--- config.mk ---
export PLATFORM = sky130hd
export DESIGN_NAME = arch_state_dumper
export DESIGN_NICKNAME = d
export VERILOG_FILES = /design/src/rtl/arch_state_dumper.sv
export SDC_FILE = /design/constraint.sdc
export NUM_CORES = 1
export LEC_CHECK = 0
export ABC_CLOCK_PERIOD_IN_PS = 2110
export BUFFER_PORTS_ARGS = -buffer_cell sky130_fd_sc_hd__buf_2
export CELL_PAD_IN_SITES_DETAIL_PLACEMENT = 0
export CELL_PAD_IN_SITES_GLOBAL_PLACEMENT = 1
export CORE_UTILIZATION = 30
export DETAILED_ROUTE_END_ITERATION = 12
export PLACE_DENSITY_LB_ADDON = 0.15
export SYNTH_ARGS = -nofsm -noshare
export SYNTH_HDL_FRONTEND = slang
export SYNTH_SLANG_ARGS = --single-unit
--- constraint.sdc ---
create_clock -name clk_i -period 2.11 [get_ports clk_i]
set_input_delay 0.211 -clock clk_i [delete_from_list [all_inputs] [get_ports clk_i]]
set_output_delay 0.211 -clock clk_i [all_outputs]
set_load 0.05 [all_outputs]
--- src/rtl/arch_state_dumper.sv ---
// Debug snapshot streamer: on a trigger, halts the CPU and emits PC, register file and
// data memory as one framed valid/ready word sequence.
module arch_state_dumper #(
  parameter int unsigned DATA_W    = 32,
  parameter int unsigned NREG      = 32,
  parameter int unsigned MEM_WORDS = 32,
  parameter int unsigned PERIOD    = 16,
  parameter int unsigned IDX_W     = 8
) (
  input  logic              clk_i,
  input  logic              rst_i,
  input  logic [1:0]        trig_mode_i,
  input  logic [DATA_W-1:0] pc_i,
  input  logic              retire_i,
  input  logic [DATA_W-1:0] pc_match_i,
  input  logic              trig_i,
  output logic              halt_o,
  output logic [IDX_W-1:0]  reg_raddr_o,
  input  logic [DATA_W-1:0] reg_rdata_i,
  output logic [IDX_W-1:0]  mem_raddr_o,
  input  logic [DATA_W-1:0] mem_rdata_i,
  output logic              dump_valid_o,
  input  logic              dump_ready_i,
  output logic [DATA_W-1:0] dump_data_o,
  output logic [1:0]        dump_tag_o,
  output logic [IDX_W-1:0]  dump_idx_o,
  output logic              dump_last_o,
  output logic [15:0]       frame_cnt_o,
  output logic              overrun_o
);

  typedef enum logic [1:0] {StIdle, StHdr, StReg, StMem} state_e;

  localparam int unsigned CntW = (PERIOD > 1) ? $clog2(PERIOD) : 1;
  localparam logic [CntW-1:0]  CntLast = CntW'(PERIOD - 1);
  localparam logic [IDX_W-1:0] RegLast = IDX_W'(NREG - 1);
  localparam logic [IDX_W-1:0] MemLast = IDX_W'(MEM_WORDS - 1);

  state_e            state_q, state_d;
  logic [IDX_W-1:0]  idx_q, idx_d;
  logic [DATA_W-1:0] hdr_pc_q, hdr_pc_d;
  logic [15:0]       frame_cnt_q, frame_cnt_d;
  logic              overrun_q, overrun_d;
  logic [CntW-1:0]   retire_cnt_q, retire_cnt_d;

  logic trig_cond;
  logic xfer;
  logic last_word;

  always_comb begin
    case (trig_mode_i)
      2'd1:    trig_cond = retire_i && (retire_cnt_q == CntLast);
      2'd2:    trig_cond = retire_i && (pc_i == pc_match_i);
      2'd3:    trig_cond = trig_i;
      default: trig_cond = 1'b0;
    endcase
  end

  assign xfer      = (state_q != StIdle) && dump_ready_i;
  assign last_word = (state_q == StMem) && (idx_q == MemLast);

  always_comb begin
    state_d      = state_q;
    idx_d        = idx_q;
    hdr_pc_d     = hdr_pc_q;
    frame_cnt_d  = frame_cnt_q;
    overrun_d    = overrun_q;
    retire_cnt_d = retire_cnt_q;
    case (state_q)
      StIdle: begin
        if (trig_mode_i == 2'd1 && retire_i) begin
          retire_cnt_d = (retire_cnt_q == CntLast) ? '0 : retire_cnt_q + CntW'(1);
        end
        if (trig_cond) begin
          state_d  = StHdr;
          hdr_pc_d = pc_i;
          idx_d    = '0;
        end
      end
      StHdr: begin
        if (xfer) begin
          state_d = StReg;
          idx_d   = '0;
        end
      end
      StReg: begin
        if (xfer) begin
          if (idx_q == RegLast) begin
            state_d = StMem;
            idx_d   = '0;
          end else begin
            idx_d = idx_q + IDX_W'(1);
          end
        end
      end
      StMem: begin
        if (xfer) begin
          if (last_word) begin
            state_d      = StIdle;
            idx_d        = '0;
            frame_cnt_d  = frame_cnt_q + 16'd1;
            retire_cnt_d = '0;
          end else begin
            idx_d = idx_q + IDX_W'(1);
          end
        end
      end
      default: state_d = StIdle;
    endcase
    // Triggers seen while a frame is in flight (including on the last word) are dropped.
    if (state_q != StIdle && trig_cond) begin
      overrun_d = 1'b1;
    end
  end

  always_ff @(posedge clk_i or posedge rst_i) begin
    if (rst_i) begin
      state_q      <= StIdle;
      idx_q        <= '0;
      hdr_pc_q     <= '0;
      frame_cnt_q  <= '0;
      overrun_q    <= 1'b0;
      retire_cnt_q <= '0;
    end else begin
      state_q      <= state_d;
      idx_q        <= idx_d;
      hdr_pc_q     <= hdr_pc_d;
      frame_cnt_q  <= frame_cnt_d;
      overrun_q    <= overrun_d;
      retire_cnt_q <= retire_cnt_d;
    end
  end

  // Read data passes straight through; the halted CPU and held address keep it stable.
  always_comb begin
    dump_data_o = '0;
    dump_tag_o  = 2'd0;
    dump_idx_o  = '0;
    reg_raddr_o = '0;
    mem_raddr_o = '0;
    case (state_q)
      StHdr: dump_data_o = hdr_pc_q;
      StReg: begin
        reg_raddr_o = idx_q;
        dump_data_o = reg_rdata_i;
        dump_tag_o  = 2'd1;
        dump_idx_o  = idx_q;
      end
      StMem: begin
        mem_raddr_o = idx_q;
        dump_data_o = mem_rdata_i;
        dump_tag_o  = 2'd2;
        dump_idx_o  = idx_q;
      end
      default: ;
    endcase
  end

  assign halt_o       = (state_q != StIdle);
  assign dump_valid_o = (state_q != StIdle);
  assign dump_last_o  = last_word;
  assign frame_cnt_o  = frame_cnt_q;
  assign overrun_o    = overrun_q;

endmodule

==> summary.txt, run 1 <==
Finish
  • NumNets Final: 768
  • Cell area after layout: 6160 µm²
  • Layout cells sized above 1: 57.5%
  • Layout Area Growth over Synthesis: 51.1%
  • Diodes inserted: 0
  • # fillers: 1,312

Logic synthesis
  • Syn nets: 540
  • Synth Cell Area: 4080 µm²
  • Post-synthesis register bit count: 63
  • Synth Warn #: 0
  • Yosys cell types: 47
  • Average size of a mapped cell: 10.4 µm²
  • Syn Inst Count: 394
  • Register area share after synthesis: 38.7%

Timing
  • RSZ-0062 raised after global routing: yes
  • Final Skew: 0.00271 ns
  • Final WS setup: -0.000708 ns
  • Slew margin rel.: 52.1%
  • Period minus WS final: 2.11 ns
  • FMAX: 474 MHz
  • Tcrit/Tclk final: 100%
  • Slew Viols, Final: 0
  • Worst-margin pin slew: 0.718 ns
  • Hold Violations, Final: 0
  • Final setup viols: 1

Placed design
  • HPWL Detailed: 10,100 µm
  • IO Port Bufs: 212
  • Post-DP Area: 5570 µm²
  • Placer congestion estimate: 0.782
  • Pre-CTS WS: -0.0772 ns

Route
  • Via count: 3,970
  • Via density: 4.95
  • Average wire per standard cell: 16.6 µm
  • Starting DRT DRC Count: 270
  • Post-DRT Antenna Nets: 0
  • DRC errors left: 0
  • DRT Pass-1 Iters: 7
  • Final wirelength: 13,300 µm

CTS
  • Inserted Clock Buffers: 9
  • Clk slew on worst S/H paths: 0.05 ns
  • Clk sinks: 63
  • Hold_buf cts: 0
  • CTS root buffer: clkbuf_16
  • H-tree levels: 3
  • CTS tree: done
  • Worst skew pair latency: 0.32 ns
  • Clock Tree Buf Depth: 2

GRT
  • First-pass GRT wire length: 20,800 µm
  • Initial antenna violation count: 0
  • Vias in the first global route: 4,051
  • GR Overflow Total: 0
  • Largest net degree at the start of global routing: 33
  • Gr usage total: 18.7%

Die
  • Chip Height: 119 µm
  • Num rows: 42
  • IO Count: 213
  • Area of the die: 14,100 µm²
  • Die width: 119 µm
  • Core area: 13,200 µm²
  • Initial Util: 30.8%

Setup path
  • Critical Path AT: 1.90 ns
  • Worst setup SP type: flip-flop
  • Worst Path Required: 1.90 ns
  • Critical path origin: state_q[0]
  • Crit. End Element: output port
  • RR Startpoint: state_q[0]
  • Critical path class: reg -> out
  • CP Max Fanout: 7

Pwr
  • Leak pwr: 3.21 nW
  • Peak supply drop: 682 µV
  • Power per cell area: 1400 nW/µm²
  • Overall power: 8.60 mW

Worst hold path
  • Hold WC Path Type: in -> async

Outcome
  • Violated checks: setup timing
  • Outcome: finished, violations left

Flow run
  • Max-cap violations: 0
==> repair_timing <==
| item | 4_1_cts | 5_1_grt |
|---|---|---|
| cloned | 0 | 1 |
| setup endpoints to repair | 38 | 46 |
| pin swaps | 2 | 11 |
| gates resized for setup | 22 | 52 |
| buffers inserted | 2 | 1 |
==> metrics by stage <==
| step | TNS [ns] | util, % | hold slack (ns) | instances |
|---|---|---|---|---|
| floorplan | -0.383 | - | 0.360 | 394 |
| global placement | -1.67 | 42.0 | 0.376 | 783 |
| detailed placement | -2.17 | 42.0 | 0.392 | 783 |
| global route | -0.717 | 46.5 | 0.0716 | 802 |
| CTS | -0.0650 | 45.2 | 0.0365 | 800 |
| finish | -0.000708 | 46.5 | 0.00659 | 802 |
==> cell type report <==
cell class,count,area (µm²),area share (%)
Clock buffer,12,267,4.32
Clock inverter,3,65.1,1.06
Tap cell,176,220,3.57
Multi-Input combinational cell,299,2500,40.6
Sequential cell,63,1580,25.6
Timing Repair Buffer,240,1500,24.3
Inverter,9,33.8,0.548
==> registers in the layout, summed over array words and instances (netlist names) <==
register	flops
hdr_pc_q	32
frame_cnt_o	16
idx_q	8
retire_cnt_q	4
state_q	2
overrun_o	1
==> cells by family after synthesis <==
kind of cell,Yosys count,share of synthesized area (%)
AOI/OAI and AO/OA,67,13.9
xor gates and xnor gates,48,10.3
adders and majority gates,11,3.37
buffers and inverters,32,3.77
DFF,63,38.7
muxes,33,11.9
and+or+nand+nor,140,18.1
==> power breakdown <==
part           internal, mW  switching [mW]  total, mW
sequential             1.61           0.365       1.98
clock                  1.12           0.515       1.64
combinational          1.91            3.07       4.99
total                  4.65            3.95       8.60
==> routing by layer <==
layer / global-route usage [%] / part of all wire (%) / up-vias
met5: 0 / 0 / -
met4: 5.22 / 1.6 / 0
met3: 4.39 / 6.2 / 16
met2: 33.3 / 51 / 154
met1: 22.2 / 41 / 1888
li1: - / - / 1912
==> cells in the mapped netlist (all sizes together) <==
cell type  number  area share (%)
xnor2          10             2.1
a21o            4            0.74
a222oi         32             7.9
a221oi          2            0.43
o311a           1            0.25
or2b            1            0.28
a22o            1            0.21
dfrtp          63              39
or2             9             1.4
a32o            1            0.25
or3             1            0.28
clkbuf         16             1.5
mux2           33              12
a21boi          1            0.18
ha             11             3.4
a31oi           1            0.15
a21oi          10             1.2
and3            4            0.61
and4            2            0.43
nor2           52             4.9
o21a            1            0.18
nor4           11             2.1
xor2           38             8.2
o2111ai         1            0.21
o211a           1            0.25
nand2          16             1.7
nand3          16             2.0
and2           15             2.4
o21ai           4            0.49
buf             7             1.5
o31ai           2            0.37
nand4           7             1.4
o21bai          1            0.18
o211ai          2            0.49
a211o           1            0.21
a221o           1            0.25
nor3            6            0.74
inv             9            0.83
==> final timing paths <==
kind                            depth (start not counted)               to  slack [ns]
worst max-delay path                                    7    dump_idx_o[4]     -0.0007
worst min-delay path                                    2      hdr_pc_q[3]       0.007
worst max register to register                          7         idx_q[6]        0.09
worst min register to register                          1  frame_cnt_o[15]        0.46
max in group asynchronous                               3       state_q[1]        1.46
min in group clk_i                                      2      hdr_pc_q[8]        0.14
==> critical path, stage by stage, from the launching register on <==
cell and delay, ns:
dfrtp_1 0.40, inv_2 0.08, ha_4 0.18, buf_6 0.14
clkbuf_16 0.16, and2_2 0.17, or2_2 0.30, buf_6 0.16
==> placed cells by master (no fill, tap or decap), drive strengths merged, types with 13 or more instances in the layout <==
| cell | instances |
|---|---|
| nand3 | 16 |
| xor2 | 38 |
| nor2 | 52 |
| buf | 239 |
| clkbuf | 13 |
| nand2 | 16 |
| and2 | 15 |
| a222oi | 32 |
| dfrtp | 63 |
| mux2 | 33 |
No activity file was read; power rests on OpenSTA's default activity.
==> run 2: changes to the inputs <==
--- a/config.mk
+++ b/config.mk
@@ -5,11 +5,13 @@
 export SDC_FILE = /design/constraint.sdc
 export NUM_CORES = 1
 export LEC_CHECK = 0
+export ABC_AREA = 1
 export ABC_CLOCK_PERIOD_IN_PS = 2110
 export BUFFER_PORTS_ARGS = -buffer_cell sky130_fd_sc_hd__buf_2
 export CELL_PAD_IN_SITES_DETAIL_PLACEMENT = 0
 export CELL_PAD_IN_SITES_GLOBAL_PLACEMENT = 1
-export CORE_UTILIZATION = 30
+export CORE_UTILIZATION = 29
+export CTS_CLUSTER_DIAMETER = 100
 export DETAILED_ROUTE_END_ITERATION = 12
 export PLACE_DENSITY_LB_ADDON = 0.15
 export SYNTH_ARGS = -nofsm -noshare
==> summary.txt, run 2 <==
GRT
  • GR Overflow Total: 0 (unchanged)
  • Largest net degree at the start of global routing: 62 (+88%)
  • Initial antenna violation count: 0 (unchanged)
  • First-pass GRT wire length: 23,000 µm (+11%)
  • Vias in the first global route: 4,757 (+17%)
  • Gr usage total: 18.3% (-0.37 points)

CTS
  • Clk sinks: 63 (unchanged)
  • Clock Tree Buf Depth: 2 (unchanged)
  • CTS root buffer: clkbuf_16
  • Worst skew pair latency: 0.34 ns (+0.02 ns)
  • Inserted Clock Buffers: 9 (unchanged)
  • H-tree levels: 3 (unchanged)
  • CTS tree: done
  • Clk slew on worst S/H paths: 0.06 ns (about the same)

Timing
  • Period minus WS final: 1.98 ns (-0.130 ns)
  • Final setup viols: 0 (-1)
  • Hold slack final: 0.111 ns (+0.105 ns)
  • FMAX: 505 MHz (+6.6%)
  • Tcrit/Tclk final: 93.9% (-6.2 points)
  • Slew Viols, Final: 0 (unchanged)
  • Final Skew: 0.00777 ns (+0.00505 ns)
  • Worst-margin pin slew: 0.483 ns (-0.234 ns)
  • Final WS setup: 0.130 ns (+0.130 ns)
  • Slew margin rel.: 67.7% (+16 points)
  • Hold Violations, Final: 0 (unchanged)

Finish
  • Diodes inserted: 0 (unchanged)
  • Number of flip-flops in the largest register: 32 (unchanged)
  • Non-filler instance count after layout: 1,072 (+34%)
  • NumNets Final: 1,029 (+34%)
  • Layout Area Growth over Synthesis: 41.7%
  • Commonest non-fill, non-tap cell in the layout: nand2_1
  • Cell area after layout: 6320 µm² (+2.5%)
  • Finished Core Util: 42.8% (-3.7 points)
  • Most flop-heavy register: hdr_pc_q
  • Commonest non-fill, non-tap cells in the layout: nand2_1 (283), buf_2 (190), inv_1 (74)
  • Layout cells sized above 1: 33.0% (-25 points)

Logic synthesis
  • Synth Flop Type: dfrtp_1
  • Post-synth EDFFs: 0 (unchanged)
  • Post-synthesis register bit count: 63 (unchanged)
  • Average size of a mapped cell: 6.77 µm² (-35%)
  • Register area share after synthesis: 35.4% (-3.3 points)
  • Synth top area cells: dfrtp_1 (35%), nand2_1 (24%), inv_1 (6.5%)
  • Syn Inst Count: 658 (+67%)
  • Synth cell count leaders: nand2_1 (286), inv_1 (77), dfrtp_1 (63)
  • Synth Cell Area: 4460 µm² (+9.3%)
  • Count leader, synth: nand2_1
  • Yosys cell types: 36 (-23%)
  • Syn nets: 804 (+49%)
  • Synth Warn #: 0 (unchanged)
  • Top cell type's share of synthesized area: 35.4% (-3.3 points)
  • Ys async rst share: 100% (unchanged)
  • Yosys top cell by area: dfrtp_1

Pwr
  • Flop pwr share: 22.8% (-0.2 points)
  • Sw frac: 50.5% (+4.6 points)
  • Clock Power Share: 17.6% (-1.4 points)
  • Internal power: 3.86 mW (-17%)
  • Leak pwr: 3.75 nW (+17%)
  • Power per cell area: 1240 nW/µm² (-11%)
  • Peak supply drop: 623 µV (-8.7%)
  • P_sw: 3.94 mW (-0.19%)
  • Power share of the combinational group: 59.6% (+1.6 points)

Placed design
  • Post-DP Area: 5830 µm² (+4.7%)
  • Inst Count DP: 1,044 (+33%)
  • IO Port Bufs: 212 (unchanged)
  • HPWL Detailed: 10,800 µm (+6.5%)
  • Pre-CTS WS: -0.0382 ns (+0.0391 ns)
  • Placer congestion estimate: 0.774 (-1.0%)

Worst hold path
  • Worst hold start: pc_i[10]
  • Hold WC Path Type: in -> reg
  • Worst Hold Endpoint: hdr_pc_q[10]
  • Hold path depth: 3

Setup path
  • RR Startpoint: idx_q[1]
  • Worst setup SP type: flip-flop
  • Worst path max stage delay: 0.36 ns (-0.04 ns)
  • Worst R2R Path Depth: 11 (+4)
  • Delay-heaviest family, CP: simple AND/OR/NAND/NOR gates
  • R2r setup slk: 0.13 ns (+0.04 ns)
  • Buffers and inverters on the worst path: 1 (-3)
  • CP Max Fanout: 5 (-2)
  • Crit-path slowest cell: dfrtp_1
  • Most used cell along the critical path: nor2_4
  • Critical Path AT: 2.20 ns (+0.30 ns)
  • Critical path class: reg -> reg
  • Reg2reg end: frame_cnt_o[13]
  • Crit path cell chain: ha_2, nand3_2, nor2_4, nand2_4, nor3_4, inv_4, nor2_4, nand3_4, nor2_4, nand2_2, xnor2_2
  • Worst Path Required: 2.33 ns (+0.43 ns)
  • Crit. End Element: flip-flop

Die
  • Num rows: 44 (+4.8%)
  • Area of the die: 15,900 µm² (+13%)
  • Initial Util: 30.2% (-0.59 points)
  • Chip Height: 126 µm (+6.2%)
  • IO Count: 213 (unchanged)
  • Core area: 14,800 µm² (+11%)
  • Die width: 126 µm (+6.2%)

Flow run
  • Max-cap violations: 0 (unchanged)

Route
  • Via count: 4,752 (+20%)
  • DR top layer: met4
  • DRC errors left: 0 (unchanged)
  • Average wire per standard cell: 13.2 µm (-20%)
  • Starting DRT DRC Count: 195 (-28%)
  • WL met1: 6480 µm (+18%)
  • DRT Pass-1 Iters: 4 (-3)
  • Via density: 4.43 (-10%)
  • DR WL met3: 737 µm (-11%)
  • Met2 WL post-DR: 6740 µm (about the same)
  • Post-DRT Antenna Nets: 0 (unchanged)
  • Final wirelength: 14,100 µm (+6.6%)

Outcome
  • Outcome: complete, no violations
run 2: repair_timing:
item / in CTS / in global routing
gates resized for setup: 15 / 21
endpoints found under the hold margin: 20 / 0
gates cloned: 0 / 1
pin swaps: 0 / 7
hold buffers: 1 / 0
endpoints found under the setup margin: 29 / 44
buffers inserted: 0 / 10
run 2: worst max path at each step:
| stage | from | endpoint | slack (ns) | cells past startpoint |
|---|---|---|---|---|
| 2_1_floorplan | state_q[0] | frame_cnt_o[13] | -0.02 | 10 |
| 3_3_place_gp | pc_i[12] | idx_q[7] | 0.05 | 17 |
| 3_5_place_dp | pc_i[19] | idx_q[1] | -0.04 | 15 |
| 4_1_cts | state_q[0] | dump_data_o[6] | -0.001 | 7 |
| 5_1_grt | idx_q[1] | frame_cnt_o[13] | -0.02 | 11 |
| 6_report | idx_q[1] | frame_cnt_o[13] | 0.13 | 11 |
run 2: layer usage:
metal,vias up,track usage (%)
li1,2461,-
met1,2134,23.0
met2,142,31.5
met3,15,3.70
met4,0,5.60
met5,-,0
run 2: area by class of cell:
type / count / area [µm²]
clock buffers: 9 / 225
clock inverters: 7 / 50.0
fillers: 1586 / 8440
inverters: 83 / 322
multi-input cells: 482 / 2450
flip-flops and latches: 63 / 1580
well taps: 184 / 230
repair buffers: 244 / 1460
run 2: logic make-up after synthesis:
family | after synthesis | share of synthesized area [%]
and+or+nand+nor | 376 | 35.6
DFF | 63 | 35.4
adders and majority gates | 11 | 3.09
buffers and inverters | 113 | 11.0
xor gates and xnor gates | 42 | 8.42
AOI/OAI and AO/OA | 53 | 6.51
run 2: metrics by stage:
stage          total power, mW  setup TNS, ns
2_1_floorplan             4.93        -0.0209
3_3_place_gp              6.14              0
3_5_place_dp              6.18         -0.116
4_1_cts                   7.71       -0.00199
5_1_grt                   8.37        -0.0388
6_report                  7.81              0
run 2: power by group through the flow:
stage                     clock, mW  sequential (mW)  combinational [mW]
after floorplan                   0             1.75                3.18
after global placement            0             1.78                4.36
after detailed placement          0             1.79                4.39
after CTS                      1.42             1.78                4.51
after global routing           1.46             1.83                5.08
final                          1.38             1.78                4.65
run 2: worst register-to-register path: stages, from the launching register on:
cell and delay (ns):
dfrtp_1 0.36, ha_2 0.19, nand3_2 0.11, nor2_4 0.18
nand2_4 0.08, nor3_4 0.32, inv_4 0.10, nor2_4 0.13
nand3_4 0.11, nor2_4 0.10, nand2_2 0.06, xnor2_2 0.13
==> run 3: changes to the inputs <==
--- a/config.mk
+++ b/config.mk
@@ -5,14 +5,14 @@
 export SDC_FILE = /design/constraint.sdc
 export NUM_CORES = 1
 export LEC_CHECK = 0
-export ABC_AREA = 1
 export ABC_CLOCK_PERIOD_IN_PS = 2110
 export BUFFER_PORTS_ARGS = -buffer_cell sky130_fd_sc_hd__buf_2
 export CELL_PAD_IN_SITES_DETAIL_PLACEMENT = 0
 export CELL_PAD_IN_SITES_GLOBAL_PLACEMENT = 1
-export CORE_UTILIZATION = 29
+export CORE_UTILIZATION = 30
 export CTS_CLUSTER_DIAMETER = 100
 export DETAILED_ROUTE_END_ITERATION = 12
+export HOLD_SLACK_MARGIN = 0.15
 export PLACE_DENSITY_LB_ADDON = 0.15
 export SYNTH_ARGS = -nofsm -noshare
 export SYNTH_HDL_FRONTEND = slang
==> summary.txt, run 3 (synthesis gave the netlist of run 1 again) <==
Timing
  • Slew Viols, Final: 0 (unchanged)
  • Final WS setup: 0.00350 ns (-0.126 ns)
  • Slew margin rel.: 52.0% (-16 points)
  • Final setup viols: 0 (unchanged)
  • Period minus WS final: 2.11 ns (+0.126 ns)
  • FMAX: 475 MHz (-6.0%)
  • Final Skew: 0.00275 ns (-0.00501 ns)
  • Worst-margin pin slew: 0.719 ns (+0.236 ns)
  • Tcrit/Tclk final: 99.8% (+6.0 points)
  • Hold slack final: 0.155 ns (+0.0435 ns)
  • Hold Violations, Final: 0 (unchanged)
  • RSZ-0062 raised after global routing: yes
  • TNS Setup: 0 ns (unchanged)

Setup path
  • Worst setup SP type: flip-flop
  • Crit. End Element: output port
  • Critical path origin: state_q[0]
  • Crit-path slowest cell: dfrtp_1
  • Critical path class: reg -> out
  • R2r setup slk: 0.09 ns (-0.04 ns)
  • Worst path max stage delay: 0.40 ns (+0.04 ns)
  • Worst R2R Path Depth: 7 (-4)
  • Critical Path AT: 1.90 ns (-0.30 ns)
  • Crit path cell chain: inv_2, ha_4, buf_6, clkbuf_16, and2_2, or2_2, buf_6
  • Reg2reg end: idx_q[6]
  • Most used cell along the critical path: buf_6
  • Worst Path Required: 1.90 ns (-0.43 ns)
  • Delay-heaviest family, CP: buffers and inverters
  • RR Startpoint: state_q[0]
  • Buffers and inverters on the worst path: 4 (+3)
  • Crit path to: dump_idx_o[0]
  • CP Max Fanout: 7 (+2)
  • Crit. path cell count: 7 (-4)

GRT
  • Initial antenna violation count: 0 (unchanged)
  • GR Overflow Total: 0 (unchanged)
  • First-pass GRT wire length: 20,900 µm (-9.0%)
  • Largest net degree at the start of global routing: 33 (-47%)
  • Vias in the first global route: 4,136 (-13%)
  • Gr usage total: 18.8% (+0.49 points)

CTS
  • H-tree levels: 3 (unchanged)
  • Clk slew on worst S/H paths: 0.05 ns (about the same)
  • Inserted Clock Buffers: 9 (unchanged)
  • Clk sinks: 63 (unchanged)
  • Clock Tree Buf Depth: 2 (unchanged)
  • CTS root buffer: clkbuf_16
  • Worst skew pair latency: 0.32 ns (-0.02 ns)
  • CTS tree: done

Finish
  • Commonest non-fill, non-tap cells in the layout: buf_2 (194), dfrtp_1 (62), xor2_1 (38)
  • # fillers: 1,299 (-18%)
  • Commonest non-fill, non-tap cell in the layout: buf_2
  • Diodes inserted: 0 (unchanged)
  • NumNets Final: 787 (-24%)
  • Layout Area Growth over Synthesis: 55.9%
  • Non-filler instance count after layout: 821 (-23%)
  • Number of flip-flops in the largest register: 32 (unchanged)
  • Most flop-heavy register: hdr_pc_q
  • Cell area after layout: 6360 µm² (+0.65%)
  • Finished Core Util: 48.0% (+5.2 points)
  • Layout cells sized above 1: 55.8% (+23 points)

Route
  • Average wire per standard cell: 16.4 µm (+24%)
  • Final wirelength: 13,400 µm (-5.0%)
  • Via count: 4,065 (-14%)
  • DRC errors left: 0 (unchanged)
  • Starting DRT DRC Count: 304 (+56%)
  • Via density: 4.95 (+12%)
  • Post-DRT Antenna Nets: 0 (unchanged)
  • DRT Pass-1 Iters: 7 (+3)

Placed design
  • Inst Count DP: 783 (-25%)
  • Placer congestion estimate: 0.782 (+1.1%)
  • Post-DP Area: 5570 µm² (-4.5%)
  • Pre-CTS WS: -0.0772 ns (-0.0391 ns)
  • IO Port Bufs: 212 (unchanged)
  • HPWL Detailed: 10,100 µm (-6.1%)

Die
  • IO Count: 213 (unchanged)
  • Area of the die: 14,100 µm² (-11%)
  • Core area: 13,200 µm² (-10%)
  • Chip Height: 119 µm (-5.8%)
  • Die width: 119 µm (-5.8%)
  • Num rows: 42 (-4.5%)
  • Initial Util: 30.8% (+0.59 points)

Pwr
  • Leak pwr: 3.28 nW (-12%)
  • Power per cell area: 1360 nW/µm² (+9.8%)
  • Peak supply drop: 704 µV (+13%)
  • Overall power: 8.63 mW (+11%)

Outcome
  • Outcome: complete, no violations

Flow run
  • Max-cap violations: 0 (unchanged)

Worst hold path
  • Hold WC Path Type: in -> reg
[run 3: timing repair]
| item | in CTS | in global routing |
|---|---|---|
| resized for setup | 22 | 54 |
| hold endpoints to repair | 49 | 0 |
| setup buffers | 2 | 1 |
| pin swaps | 2 | 11 |
| hold buffers | 19 | 0 |
| setup endpoints to repair | 38 | 46 |
| cloned | 0 | 1 |
[run 3: area by class of cell]
| class | count | area (µm²) | share of cell area [%] |
|---|---|---|---|
| Timing Repair Buffer | 259 | 1690 | 26.6 |
| Tap cell | 176 | 220 | 3.46 |
| Clock inverter | 3 | 65.1 | 1.02 |
| Sequential cell | 63 | 1580 | 24.8 |
| Inverter | 9 | 33.8 | 0.531 |
| Multi-Input combinational cell | 299 | 2510 | 39.4 |
| Clock buffer | 12 | 267 | 4.19 |
[run 3: worst min-delay path by stage]
stage / start / to / slack [ns] / depth (start not counted)
floorplan: pc_i[0] / hdr_pc_q[0] / 0.36 / 1
global placement: rst_i / hdr_pc_q[21] / 0.38 / 2
detailed placement: rst_i / hdr_pc_q[3] / 0.39 / 2
CTS: pc_i[1] / hdr_pc_q[1] / 0.15 / 2
global route: pc_i[9] / hdr_pc_q[9] / 0.16 / 2
finish: pc_i[22] / hdr_pc_q[22] / 0.15 / 2
[run 3: per-layer routing]
metal | part of all wire [%] | vias up | track usage, % | wire length, µm
li1 | - | 1949 | - | -
met1 | 40 | 1932 | 22.3 | 5430
met2 | 51 | 166 | 33.6 | 6900
met3 | 6.6 | 18 | 4.39 | 884
met4 | 1.6 | 0 | 5.22 | 216
met5 | 0 | - | 0 | 0
[run 3: where the power goes]
group / internal [mW] / switching [mW] / total [mW]
Sequential: 1.61 / 0.363 / 1.98
Clock: 1.12 / 0.515 / 1.64
Combinational: 1.94 / 3.08 / 5.02
Total: 4.67 / 3.96 / 8.63
